## src/rtl/instr_issue.sv

```systemverilog
// Instruction issue stage: buffers 24-bit instruction words in a FIFO and issues one per cycle.
// Optional RAW hazard bubbles are enabled with the INSTR_ISSUE_HAZARD_EN macro.
module instr_issue #(
  parameter int unsigned DEPTH     = 4,
  parameter int unsigned HAZ_DEPTH = 2
) (
  input  logic        clk1,
  input  logic        rst,
  input  logic        in_valid,
  input  logic [23:0] in_word,
  output logic        in_ready,
  input  logic        out_ready,
  output logic        out_valid,
  output logic [3:0]  rs1,
  output logic [3:0]  rs2,
  output logic [3:0]  rd,
  output logic [3:0]  func,
  output logic [7:0]  addr,
  output logic [15:0] issued_cnt,
  output logic [15:0] stall_cnt
);

  localparam int unsigned PtrW = (DEPTH > 1) ? $clog2(DEPTH) : 1;
  localparam int unsigned CntW = PtrW + 1;
  localparam logic [CntW-1:0] FullCnt = CntW'(DEPTH);

  logic [23:0]     mem_q [DEPTH];
  logic [PtrW-1:0] wr_ptr_q;
  logic [PtrW-1:0] rd_ptr_q;
  logic [CntW-1:0] count_q;
  logic [23:0]     head;
  logic            push;
  logic            adv;
  logic            empty;
  logic            hazard;
  logic            issue;

  assign head     = mem_q[rd_ptr_q];
  assign empty    = (count_q == '0);
  assign in_ready = (count_q < FullCnt);
  assign push     = in_valid && in_ready;
  assign adv      = !out_valid || out_ready;
  assign issue    = adv && !empty && !hazard;

  // Storage needs no reset: only entries below count_q are ever read.
  always_ff @(posedge clk1) begin
    if (push) begin
      mem_q[wr_ptr_q] <= in_word;
    end
  end

  always_ff @(posedge clk1) begin
    if (rst) begin
      wr_ptr_q   <= '0;
      rd_ptr_q   <= '0;
      count_q    <= '0;
      out_valid  <= 1'b0;
      rs1        <= '0;
      rs2        <= '0;
      rd         <= '0;
      func       <= '0;
      addr       <= '0;
      issued_cnt <= '0;
    end else begin
      if (push) begin
        wr_ptr_q <= wr_ptr_q + PtrW'(1);
      end
      if (issue) begin
        rd_ptr_q <= rd_ptr_q + PtrW'(1);
      end
      unique case ({push, issue})
        2'b10:   count_q <= count_q + CntW'(1);
        2'b01:   count_q <= count_q - CntW'(1);
        default: count_q <= count_q;
      endcase
      if (adv) begin
        out_valid <= issue;
        if (issue) begin
          func <= head[23:20];
          rd   <= head[19:16];
          rs1  <= head[15:12];
          rs2  <= head[11:8];
          addr <= head[7:0];
          if (issued_cnt != 16'hFFFF) begin
            issued_cnt <= issued_cnt + 16'd1;
          end
        end
      end
    end
  end

`ifdef INSTR_ISSUE_HAZARD_EN
  logic [HAZ_DEPTH-1:0] hist_vld_q;
  logic [3:0]           hist_rd_q [HAZ_DEPTH];
  logic                 stall;

  always_comb begin
    hazard = 1'b0;
    for (int unsigned i = 0; i < HAZ_DEPTH; i++) begin
      if (hist_vld_q[i] && (hist_rd_q[i] == head[15:12] || hist_rd_q[i] == head[11:8])) begin
        hazard = 1'b1;
      end
    end
  end

  assign stall = adv && !empty && hazard;

  // Entry 0 is the most recent issue slot; bubbles push an invalid entry.
  always_ff @(posedge clk1) begin
    if (rst) begin
      hist_vld_q <= '0;
      for (int unsigned i = 0; i < HAZ_DEPTH; i++) begin
        hist_rd_q[i] <= '0;
      end
      stall_cnt <= '0;
    end else if (adv) begin
      hist_vld_q[0] <= issue;
      hist_rd_q[0]  <= head[19:16];
      for (int unsigned i = 1; i < HAZ_DEPTH; i++) begin
        hist_vld_q[i] <= hist_vld_q[i-1];
        hist_rd_q[i]  <= hist_rd_q[i-1];
      end
      if (stall && stall_cnt != 16'hFFFF) begin
        stall_cnt <= stall_cnt + 16'd1;
      end
    end
  end
`else
  assign hazard    = 1'b0;
  assign stall_cnt = '0;
`endif

endmodule
```

## config.mk

```make
export PLATFORM = sky130hd
export DESIGN_NAME = instr_issue
export DESIGN_NICKNAME = d
export VERILOG_FILES = /design/src/rtl/instr_issue.sv
export SDC_FILE = /design/constraint.sdc
export NUM_CORES = 1
export LEC_CHECK = 0
export ABC_CLOCK_PERIOD_IN_PS = 4700
export CELL_PAD_IN_SITES_DETAIL_PLACEMENT = 1
export CELL_PAD_IN_SITES_GLOBAL_PLACEMENT = 1
export CORE_MARGIN = 10
export CORE_UTILIZATION = 24
export DETAILED_ROUTE_END_ITERATION = 8
export PLACE_DENSITY_LB_ADDON = 0.1
export SKIP_CTS_REPAIR_TIMING = 1
export SYNTH_ARGS = -nofsm -noshare
export SYNTH_HDL_FRONTEND = slang
export SYNTH_SLANG_ARGS = --single-unit
```

## constraint.sdc

```tcl
create_clock -name clk1 -period 4.7 [get_ports clk1]
set_clock_uncertainty 0.05 [all_clocks]
set_input_delay 0.94 -clock clk1 [delete_from_list [all_inputs] [get_ports clk1]]
set_output_delay 0.94 -clock clk1 [all_outputs]
set_load 0.05 [all_outputs]
```

### Yosys cells after proc, flatten, opt, wreduce, memory -nomap -nowiden

Memory sizes are Yosys's and may differ from the RTL's. A register that Yosys moved wholly into a read port is not among the register bits.
Index checks and enable logic that the tools add are counted.

* bits in registers: 24
* bits in writable memories: 96
* input port bits: 28
* output and inout port bits: 58
* word-level logic and storage cells: 27
* memories: 1

Memory list
* mem_q: words 4, width 24, read ports 1, clocked after Yosys merged registers in 1, wr ports 1, RTL line 27 `logic [23:0] mem_q [DEPTH];`

* add/sub/neg operators: 5
* order comparisons: 1
* equality and inequality tests: 3
* multiplexer cells: 3
* reductions and logical operators: 9

Operator list (number)
* 16-bit by 1-bit adder with 16-bit output (second input constant): 1
* 16-bit != test (second input constant): 1
* 3-bit one-hot mux with 2 select lines: 1
* 2-bit by 1-bit adder with 2-bit output (second input constant): 2
* 3-bit by 1-bit adder with 3-bit output (second input constant): 1
* 3-bit zero test: 1
* 3-bit < comparator (second input constant): 1
* 3-bit AND reduction: 1
* 3-bit by 1-bit subtractor with 3-bit output (second input constant): 1
* 2-bit by 1-bit == test with 1-bit output (second input constant): 1
* 2-bit == test (second input constant): 1
* 1-bit logical AND: 2
* 1-bit zero test: 2
* 1-bit two-way mux: 2
* 2-bit AND reduction: 1
* 2-bit nonzero test: 1
* 1-bit logical OR: 1

### Logic depth before layout (Yosys ltp)

* depth after elaboration: 5
* gate-level depth with buffers: 11
* mapped depth without buffers: 9

### Least setup slack after synthesis

OpenSTA, ideal clock, no wires.

* path type: input-to-reg
* start: in out_ready
* end: reg count_q[2]
* library setup time: 0.070 ns
* arrival time: 2.816 ns
* data required time: 4.580 ns
* slack: 1.763 ns
* stages: 10
* path buffers: 1
* path through: nand2b_2 > nand2_1 > inv_2 > buf_1 > ha_1 > inv_1 > fa_1 > xor2_1 > or3_1 > a21oi_1

* cells in the longest elaborated chain, start to end: 4
* elaborated cells on any way between the ends: 6
* those cells by class: eq/ne (2); mux (1); reduce/logical (3)

RTL lines
* from (decl): RTL line 12 `input logic out_ready,`
* 1-bit logical OR (*): RTL line 42 `assign adv = !out_valid || out_ready;`
* 1-bit logical AND (*): RTL line 43 `assign issue = adv && !empty && !hazard;`
* named net issue: RTL line 36 `logic issue;`
* 2-bit by 1-bit == test with 1-bit output or 2-bit == test (tied branches): RTL line 71 `unique case ({push, issue})`
* 3-bit one-hot mux with 2 select lines or 2-bit nonzero test (tied branches)
* to (signal assigned): RTL line 72 `2'b10: count_q <= count_q + CntW'(1);`
* to (signal assigned): RTL line 73 `2'b01: count_q <= count_q - CntW'(1);`
* to (signal assigned): RTL line 74 `default: count_q <= count_q;`
* to (decl): RTL line 30 `logic [CntW-1:0] count_q;`

Mark *: on every way through the listed nets, which the timed path passes. The rest lies on a longest branch.
A chain may end at the register's enable or synchronous reset.

### Worst setup path after layout

* start: in out_ready
* end: reg count_q[2]

* cells in the longest elaborated chain, start to end: 4
* elaborated cells on any way between the ends: 6
* those cells by class: eq/ne (2); mux (1); reduce/logical (3)

RTL lines (RTL line)
* 1-bit logical OR (*): 42
* 1-bit logical AND (*): 43
* 2-bit by 1-bit == test with 1-bit output or 2-bit == test (tied branches): 71
* 3-bit one-hot mux with 2 select lines or 2-bit nonzero test (tied branches)

Mark *: on every way between the ends. The rest lies on a longest branch, timed or not.

==> metrics.md <==
| Metric | Value |
|---|---|
| Max Slew Vio Count | 0 |
| Vias in the first global route | 3,770 |
| MaxCap Viol Count | 0 |
| Avg Cell Area, Syn | between 10 and 15 µm² |
| Setup crit end kind | flop |
| Gate Count Post-Synth | 392 |
| Slowest cell on crit path | clkdlybuf4s50_1 |
| Hold Path Cell Cnt | 2 |
| Status | finished clean |
| RSZ-0062 raised after global routing | false |
| Synth Area in Simple Gates | approximately 10% |
| FMAX | between 0.3 and 0.4 GHz |
| M3 GR Usage | between 3 and 4% |
| CP Depth | 11 |
| Gr usage total | 9.83% |
| Final ANT Viol Nets | 0 |
| Hold Violations, Final | 0 |
| Share of layout cells above drive strength 1 | approximately 15% |
| Seq cells post-synth | 144 |
| Setup violators final | 0 |
| Non-filler cells, final | 799 |
| Busiest grt layer | met2 |
| Register area share after synthesis | 67.6% |
| Root Driver | clkbuf_16 |
| Post-synth top area share | 50.7% |
| Crit path kind | primary input to flop |
| Min cycle time layout | 3100 ps |
| Synth unique cells | 42 |
| Crit path buf inv count | 4 |
| Starting Density | about a quarter |
| Synth area leader | edfxtp_1 |
| Largest net degree at the start of global routing | 50 |
| DR vias/cell | 4.36 |
| Max incr delay on CP | 440 ps |
| Measured slew at the worst slew-check pin | 1030 ps |
| R2r worst-path depth | 10 |
| Nets | 502 |
| M1 GR Usage | 10.6% |
| IR drop worst, VDD | approximately 0.23 mV |
| Comb power frac | 29.6% |
| TritonCTS clock tree | done |
| Starting DRT DRC Count | 165 |
| Routed len/inst | roughly 18 µm |
| Internal power | 0.00294 W |
| # IOs | 86 |
| Largest family of logic cells by synthesized area | simple AND/OR/NAND/NOR gates |
| First-pass DRT Iterations | 4 |
| FP Rows | 56 |
| Worst path top cell family by delay | buffers and inverters |
| Post-layout util | 31.1% |
| Number of synthesized flops with an enable pin | 96 |
| Flop pwr share | 38.3% |
| Area Overhead vs Synth | 28.1% |
| Synth top area cells | edfxtp_1 (51%), dfxtp_1 (17%), mux4_2 (9.5%) |
| Post-Syn Area | 5690 µm² |
| Switching Share | 34.3% |
| Die Y | 174 µm |
| Routed vias | around 3,500 |
| Worst endpoint required time | 4990 ps |
| Core Area | 23,400 µm² |
| P_sw | around 0.0015 W |
| Post-DP Area | 6670 µm² |
| Routed Wire Length | ~14 mm |
| Worst slew margin | 31.3% |
| Clock group share of total power | 32.1% |
| CTS Sinks | 144 |
| Worst hold path type | flop to flop |
| Commonest cells post-synth | edfxtp_1 (96), nand2_1 (54), dfxtp_1 (48) |
| Complex-gate fraction of the synthesized area | 5.68% |
| Dpl hpwl | 9.09 mm |
| Worst skew pair latency | 420 ps |
| CTS Buf Count | 17 |
| Fraction of the mapped netlist area in adder cells | 1.67% |
| Post-synthesis mux area share | 9.70% |
| Top-count cell post-synth | edfxtp_1 |
| TNS Setup | 0 ps |
| Finished Cell Area | 7290 µm² |
| Placed cell count | about 770 |
| Total gr overflow | 0 |
| LEAKAGE | 2.40 nW |
| Yosys warning total | 0 |
| FILL cells | approximately 2,500 |
| Gpl congestion | 0.678 |
| XOR/XNOR Fraction of Synth Area | 0.770% |
| H-tree depth | 4 |
| Most common flop cell mapped by yosys | edfxtp_1 |
| CP Data Arrival Time | about 3400 ps |
| Fin Hold WS | 404 ps |
| Critical path fanouts, max | 27 |
| Asr flop ratio synth | 0% |
| Pwr/cell area | around 600 nW/µm² |
| Die Span X | ~170 µm |
| Residual DRC | 0 |
| Met2 usage | 17.2% |
| Total die area | slightly above 30,000 µm² |
| Fin crit share | 66.0% |
| # diodes | 0 |
| CP Cell Sequence | clkdlybuf4s50_1 -> nand2b_2 -> nand2_1 -> inv_2 -> buf_4 -> ha_1 -> inv_1 -> fa_1 -> xor2_1 -> or3_1 -> a21oi_1 |
| Initial antenna violation count | 0 |
| I/O Buffers | 69 |
| Clock tree buffer depth | 2 |
| Crit start category | primary input |
| Worst-path clk slew | 60 ps |
| First-pass GRT wire length | approximately 23 mm |
[layer usage]
| layer | routed length (µm) | up-vias |
|---|---|---|
| li1 | - | 1595 |
| met1 | 5970 | 1807 |
| met2 | 7560 | 66 |
| met3 | 706 | 13 |
| met4 | 211 | 0 |
| met5 | 0 | - |
[logic make-up (layout without fill, tap and decap cells)]
kind of cell | after synthesis | count (layout)
muxes | 25 | 25
adders and majority gates | 7 | 7
AOI/OAI and AO/OA | 59 | 59
and+or+nand+nor | 107 | 107
buffers and inverters | 44 | 117
other | 1 | 16
DFF | 144 | 144
xor gates and xnor gates | 5 | 5
[worst register-to-register path, stage by stage, from the launching register on]
cell and delay (ps):
dfxtp_1 400, or3_1 280, nand2_1 130, inv_2 60, buf_4 340, ha_1 270, inv_1 60, fa_1 370
xor2_1 160, or3_1 310, a21oi_1 130
[power by group through the flow]
| stage | registers [W] | clock network (W) | logic [W] |
|---|---|---|---|
| 2_1_floorplan | 0.00195 | 0 | 0.000710 |
| 3_3_place_gp | 0.00175 | 0 | 0.00135 |
| 3_5_place_dp | 0.00175 | 0 | 0.00137 |
| 4_1_cts | 0.00173 | 0.00147 | 0.00137 |
| 5_1_grt | 0.00175 | 0.00154 | 0.00145 |
| 6_report | 0.00171 | 0.00143 | 0.00132 |
[registers in the layout, indices dropped and copies added (netlist names)]
register and flops:
mem_q 96, issued_cnt 16, addr 8, func 4, rd 4, rs1 4, rs2 4, count_q 3
rd_ptr_q 2, wr_ptr_q 2, out_valid 1
[placed cells by master, fill, tap and decap left out, types with 6 or more instances in the layout]
| cell | n |
|---|---|
| edfxtp_1 | 96 |
| clkbuf_16 | 17 |
| o31ai_1 | 8 |
| o21ai_0 | 7 |
| inv_1 | 8 |
| or4_1 | 8 |
| a21oi_1 | 42 |
| ha_1 | 6 |
| nand2_1 | 54 |
| or3_1 | 7 |
| dfxtp_1 | 47 |
| buf_4 | 7 |
| nand4_1 | 6 |
| nor2_1 | 9 |
| conb_1 | 16 |
| clkdlybuf4s50_1 | 68 |
| mux4_2 | 24 |
[final timing paths]
path	endpoint	start	slack, ps
hold / removal	rs1[2]$_SDFFE_PP0P_	rs1[2]$_SDFFE_PP0P_	400
setup / recovery	count_q[2]$_SDFFE_PP0P_	out_ready	1600
hold reg to reg	rs1[2]$_SDFFE_PP0P_	rs1[2]$_SDFFE_PP0P_	400
setup reg to reg	count_q[2]$_SDFFE_PP0P_	count_q[2]$_SDFFE_PP0P_	2070
[stage by stage]
stage / setup slack, ps / power, W
2_1_floorplan: 1760 / 0.00266
3_3_place_gp: 1200 / 0.00310
3_5_place_dp: 1110 / 0.00312
4_1_cts: 1560 / 0.00457
5_1_grt: 1460 / 0.00474
6_report: 1600 / 0.00447
[cell type report]
class	count	area [µm²]	area share [%]
clock buffers	20	437	5.99
inverters	9	33.8	0.464
well taps	319	399	5.48
repair buffers	76	738	10.1
multi-input cells	219	1650	22.7
flip-flops and latches	144	3840	52.8
clock inverters	12	183	2.51
Note: power is estimated with default switching activity, not from simulation.
